$ cat config.mk
export PLATFORM = sky130hd
export DESIGN_NAME = pipeline_hazard_ctrl
export DESIGN_NICKNAME = d
export VERILOG_FILES = /design/src/rtl/pipeline_hazard_ctrl.sv
export SDC_FILE = /design/constraint.sdc
export NUM_CORES = 1
export LEC_CHECK = 0
export ABC_AREA = 1
export CAP_MARGIN = 20
export CORE_MARGIN = 2
export CORE_UTILIZATION = 56
export DETAILED_ROUTE_END_ITERATION = 10
export PLACE_DENSITY = 0.87
export SYNTH_ARGS = -nofsm -noshare
export SYNTH_HDL_FRONTEND = slang
export SYNTH_SLANG_ARGS = --single-unit
$ cat constraint.sdc
create_clock -name clk -period 4.9 [get_ports clk]
set_input_delay 0.49 -clock clk [delete_from_list [all_inputs] [get_ports clk]]
set_output_delay 0.49 -clock clk [all_outputs]
set_load 0.02 [all_outputs]
$ cat src/rtl/pipeline_hazard_ctrl.sv
`default_nettype none
// ============================================================================
// Module  : pipeline_hazard_ctrl
// Purpose : Hazard controller for a 5-stage RISC-V pipeline. It provides
//           per-operand forwarding selects and detects load-use hazards. It
//           flushes on taken branches and stalls the front end while a
//           multi-cycle execute unit is busy. A watchdog aborts that unit if
//           it overruns. Saturating stall and flush counters are also kept.
// Ports   : clk, rst (async, active-low)
//           RS_D/RS_E   packed source regs, operand k at [k*AW +: AW]
//           RD_E/M/W    destination regs of E/M/W stages
//           ResultSrcE  E-stage result select (2'b01 = load)
//           RegWriteM/W, PCSrcE, busy_i, clr_cnt_i
//           StallF/D/E, FlushD/E/M   stage register enables
//           ForwardE    2 bits per operand: 10 from M, 01 from W, 00 regfile
//           abort_o     one-cycle abort pulse, err_o sticky watchdog error
//           stall_cnt_o / flush_cnt_o  saturating performance counters
// Revision: 1.0 - initial release
// ============================================================================
module pipeline_hazard_ctrl #(
  parameter int AW       = 5,
  parameter int NUM_SRC  = 2,
  parameter int MAX_BUSY = 64,
  parameter int CNT_W    = 32
) (
  input  logic                    clk,
  input  logic                    rst,
  input  logic [NUM_SRC*AW-1:0]   RS_D,
  input  logic [NUM_SRC*AW-1:0]   RS_E,
  input  logic [AW-1:0]           RD_E,
  input  logic [AW-1:0]           RD_M,
  input  logic [AW-1:0]           RD_W,
  input  logic [1:0]              ResultSrcE,
  input  logic                    RegWriteM,
  input  logic                    RegWriteW,
  input  logic                    PCSrcE,
  input  logic                    busy_i,
  input  logic                    clr_cnt_i,
  output logic                    StallF,
  output logic                    StallD,
  output logic                    StallE,
  output logic                    FlushD,
  output logic                    FlushE,
  output logic                    FlushM,
  output logic [2*NUM_SRC-1:0]    ForwardE,
  output logic                    abort_o,
  output logic                    err_o,
  output logic [CNT_W-1:0]        stall_cnt_o,
  output logic [CNT_W-1:0]        flush_cnt_o
);

  // The busy count never exceeds MAX_BUSY-1, so clog2(MAX_BUSY) bits suffice.
  localparam int BW = $clog2(MAX_BUSY);
  localparam logic [BW-1:0] C_BUSY_LAST = BW'(MAX_BUSY - 1);

  typedef enum logic [1:0] {
    ST_RUN   = 2'd0,
    ST_BUSY  = 2'd1,
    ST_ABORT = 2'd2
  } state_t;

  state_t              state_q, state_d;
  logic [BW-1:0]       busy_cnt_q, busy_cnt_d;
  logic                err_q;
  logic [CNT_W-1:0]    stall_cnt_q, flush_cnt_q;

  logic [2*NUM_SRC-1:0] fwd_w;
  logic [NUM_SRC-1:0]   lu_hit_w;
  logic                 lu_w;
  logic                 br_flush_w;

  // Per-operand forwarding and load-use match.
  for (genvar k = 0; k < NUM_SRC; k++) begin : g_src
    logic [AW-1:0] rs_e_k;
    logic [AW-1:0] rs_d_k;
    assign rs_e_k = RS_E[k*AW +: AW];
    assign rs_d_k = RS_D[k*AW +: AW];
    // M is the younger result, so it wins over W; x0 is never forwarded.
    assign fwd_w[2*k +: 2] =
        (RegWriteM && (RD_M != '0) && (RD_M == rs_e_k)) ? 2'b10 :
        (RegWriteW && (RD_W != '0) && (RD_W == rs_e_k)) ? 2'b01 : 2'b00;
    assign lu_hit_w[k] = (RD_E == rs_d_k);
  end

  assign lu_w = (ResultSrcE == 2'b01) && (RD_E != '0) && (|lu_hit_w);

  always_comb begin
    state_d    = state_q;
    busy_cnt_d = busy_cnt_q;
    StallF     = 1'b0;
    StallD     = 1'b0;
    StallE     = 1'b0;
    FlushD     = 1'b0;
    FlushE     = 1'b0;
    FlushM     = 1'b0;
    ForwardE   = '0;
    abort_o    = 1'b0;
    br_flush_w = 1'b0;
    // While reset is low every combinational output stays quiet.
    if (rst) begin
      ForwardE = fwd_w;
      case (state_q)
        ST_RUN: begin
          // A branch squashes the dependent instruction, so it beats load-use.
          if (PCSrcE) begin
            FlushD     = 1'b1;
            FlushE     = 1'b1;
            br_flush_w = 1'b1;
          end else if (lu_w) begin
            StallF = 1'b1;
            StallD = 1'b1;
            FlushE = 1'b1;
          end
          if (busy_i) begin
            state_d    = ST_BUSY;
            busy_cnt_d = BW'(1);
          end
        end
        ST_BUSY: begin
          StallF = 1'b1;
          StallD = 1'b1;
          StallE = 1'b1;
          FlushM = 1'b1;
          if (!busy_i) begin
            state_d    = ST_RUN;
            busy_cnt_d = '0;
          end else if (busy_cnt_q == C_BUSY_LAST) begin
            state_d    = ST_ABORT;
            busy_cnt_d = '0;
          end else begin
            busy_cnt_d = busy_cnt_q + BW'(1);
          end
        end
        ST_ABORT: begin
          StallF  = 1'b1;
          StallD  = 1'b1;
          StallE  = 1'b1;
          FlushM  = 1'b1;
          abort_o = 1'b1;
          state_d = ST_RUN;
        end
        default: begin
          state_d    = ST_RUN;
          busy_cnt_d = '0;
        end
      endcase
    end
  end

  always_ff @(posedge clk or negedge rst) begin
    if (!rst) begin
      state_q     <= ST_RUN;
      busy_cnt_q  <= '0;
      err_q       <= 1'b0;
      stall_cnt_q <= '0;
      flush_cnt_q <= '0;
    end else begin
      state_q    <= state_d;
      busy_cnt_q <= busy_cnt_d;
      // Raised on entry so it is already visible during the abort cycle.
      if (state_d == ST_ABORT) begin
        err_q <= 1'b1;
      end
      if (clr_cnt_i) begin
        stall_cnt_q <= '0;
        flush_cnt_q <= '0;
      end else begin
        if (StallF && (stall_cnt_q != '1)) begin
          stall_cnt_q <= stall_cnt_q + CNT_W'(1);
        end
        if (br_flush_w && (flush_cnt_q != '1)) begin
          flush_cnt_q <= flush_cnt_q + CNT_W'(1);
        end
      end
    end
  end

  assign err_o       = err_q;
  assign stall_cnt_o = stall_cnt_q;
  assign flush_cnt_o = flush_cnt_q;

endmodule
`default_nettype wire

==> results.py <==
metrics = {
    "synthesis": {
        "ys_seq_area_share_pct": 34.0,
        "synth_top_area_share_pct": 34.0,
        "synthTopCellsByArea": "dfrtp_1 (34%), nand2_1 (16%), nor2_1 (8.9%)",
        "synth_seq_cells": 73,
        "syn-cell-area_sq_um": 5380,
        "synthCells": 812,
        "async_flop_share_pct": 100,
        "yosysWarnings": 0,
        "synth_fp_nets": 863,
        "synth-main-ff-cell": "dfrtp_1",
        "avgSynthCellArea_sq_um": 6.63,
        "synth_edf_count": 0,
        "yosys.area.top_type": "dfrtp_1",
        "synth_cell_types": 43,
    },
    "sta": {
        "finClkSkew_ns": 0.0137,
        "tightest_slew_ns": 1.13,
        "slew_headroom_pct": 24.2,
        "totalNegativeSetupSlack_ns": 0,
        "max_freq_mhz": 325,
        "period_minus_slack_ns": 3.07,
        "slew_viol_final": 0,
        "rsz0062_at_grt": "no",
        "period_share_pct": 62.7,
        "hold_viol": 0,
        "setup_viol": 0,
    },
    "placed_design": {
        "place.gp.congestion": 1.01,
        "hpwl_mm": 11.0,
        "io_buffers": 119,
    },
    "grt": {
        "grt_max_degree": 43,
        "overflow": 0,
        "grt_pass1_vias": 5502,
        "antenna_found_initial": 0,
        "grt_pass1_wl_mm": 24.7,
        "grt_usage_pct": 29.3,
    },
    "drt": {
        "drc": 0,
        "dr.pass1.iters": 5,
        "viasPerCell": 5.47,
        "ant_nets": 0,
        "wirelength_mm": 14.9,
        "drt_iter0_drc": 354,
        "post_drt_wl_per_cell_um": 14.1,
        "dr_total_vias": 5778,
    },
    "layout": {
        "antenna_cells": 0,
        "drive_above_1_share_pct": 4.75,
        "mostFrequentLayoutCell": "nand2_1",
        "utilization_pct": 73.1,
        "final_nets": 974,
        "seqCellArea_sq_um": 1830,
        "layout_common_cells": "nand2_1 (235), nor2_1 (128), clkdlybuf4s50_1 (118)",
        "multi_input_area_sq_um": 3060,
        "syn2layout_area_growth_pct": 26.2,
        "fillers": 772,
    },
    "critical_path": {
        "worstRegToRegCells": 11,
        "r2r_setup_slack_ns": 2.23,
        "r2r-end": "stall_cnt_o[0]$_DFFE_PN0P_",
        "critical_path_class": "in2out",
        "critPathMaxFanout": 3,
        "start_kind": "primary input",
        "r2r_start": "stall_cnt_o[0]$_DFFE_PN0P_",
        "required_ns": 4.41,
        "end_kind": "primary output",
        "crit_arrival_ns": 2.58,
    },
    "die": {
        "num_io_pins": 120,
        "fp.dieH_um": 102,
        "initial_core_util_pct": 58.0,
        "core_sq_um": 9280,
        "num_rows": 35,
        "die_x_um": 102,
        "die_area_sq_um": 10400,
    },
    "clock_network": {
        "cts-resized-gates": 0,
        "post_cts_buffers": 0,
        "clkLatencyLatePin_ns": 0.35,
        "htree_num_levels": 3,
        "cts_hold_buf": 0,
        "cts_buffers": 9,
        "clk_pin_slew_worst_paths_ns": 0.09,
        "cts.sink_count": 73,
        "clk_path_buf_depth": 2,
        "clock-root-buffer": "clkbuf_8",
        "cts_tree": "done",
    },
    "power": {
        "ir_drop_mv": 0.132,
        "power_mw": 1.49,
        "power.leakage_nw": 2.92,
        "power_density_nw_per_um2": 219,
    },
    "run": {
        "drv_cap": 0,
    },
    "status": {
        "status": "finished, final reports clean",
    },
    "worst_hold_path": {
        "min_path_type": "in2async",
    },
}
==> cells by family (layout without fill, tap and decap cells) <==
kind of cell | count (synthesis) | after routing | synth area share [%]
AND/OR/NAND/NOR | 517 | 517 | 41.8
XOR/XNOR | 44 | 44 | 7.16
flip-flops | 73 | 73 | 34.0
AO/OA/AOI/OAI | 58 | 58 | 6.21
adder cells (fa/ha/maj) | 7 | 7 | 1.63
buffers and inverters | 113 | 228 | 9.21
==> cell usage after synthesis, types with 2 or more instances <==
library cell and count:
o31ai_1 3, inv_2 3, nor3b_1 6, nand4_1 13, ha_1 7, nand3_2 2
o21ai_0 18, xnor2_1 16, dfrtp_1 73, buf_4 4, a21boi_0 2, nor3_2 4
nand2_1 235, and3_1 3, clkbuf_1 9, a211oi_1 2, nand2_2 2, buf_6 7
nor4_1 5, buf_2 3, nand3_1 69, a21oi_1 16, o21ai_1 8, nor2_2 6
or2_2 2, nor2_4 2, xor2_1 28, nor2_1 128, nor3_1 33, nand3b_1 4
inv_1 86, a21o_1 2
==> worst max path at each step <==
stage / end / depth (start not counted) / from / slack, ns
3_5_place_dp: stall_cnt_o[0]$_DFFE_PN0P_ / 7 / clr_cnt_i / 1.75
5_1_grt: StallD / 10 / RD_E[1] / 1.64
6_report: StallF / 10 / RD_E[3] / 1.83
2_1_floorplan: StallF / 9 / RD_E[4] / 2.61
4_1_cts: StallF / 10 / RD_E[3] / 1.81
3_3_place_gp: stall_cnt_o[16]$_DFFE_PN0P_ / 7 / clr_cnt_i / 1.82
==> flip-flops by register name, summed over array words and instances, names as in the netlist <==
register and cells:
state_q 2, flush_cnt_o 32, err_o 1, busy_cnt_q 6, stall_cnt_o 32
==> worst max-delay path, cell delays in order <==
cell	delay [ns]
clkdlybuf4s50_1	0.52
inv_1	0.07
nand2_1	0.07
nand2_1	0.06
nor2_1	0.09
nand3_1	0.08
nand2_1	0.08
nand3_1	0.09
a21boi_0	0.32
clkdlybuf4s50_1	0.71
==> layout make-up <==
type | instances | share of cell area [%]
well taps | 129 | 2.38
clock buffers | 10 | 1.88
inverters | 90 | 4.98
multi-input cells | 626 | 45.1
clock inverters | 5 | 0.848
flip-flops and latches | 73 | 26.9
repair buffers | 123 | 18.0
==> routing by layer <==
metal / up-vias / routed length (um) / GRT usage, %
met5: - / 0 / 0
met4: 0 / 380 / 12.5
met3: 36 / 1100 / 4.10
met2: 288 / 7090 / 48.9
met1: 2653 / 6290 / 38.2
li1: 2801 / - / -
==> report_power, final <==
group | switching, mW | internal [mW] | total (mW)
combinational | 0.234 | 0.139 | 0.373
sequential | 0.0246 | 0.625 | 0.650
clock | 0.235 | 0.232 | 0.467
total | 0.494 | 0.996 | 1.49
==> stage by stage <==
stage	setup WS, ns	hold WS [ns]	area [sq um]	std cells
after CTS	1.81	0.138	6790	1056
after global placement	1.82	0.476	6600	1041
after global routing	1.64	0.155	6790	1056
after floorplan	2.61	0.194	5380	812
after detailed placement	1.75	0.470	6600	1041
final	1.83	0.113	6790	1056
Note: power is estimated with default switching activity, not from simulation.
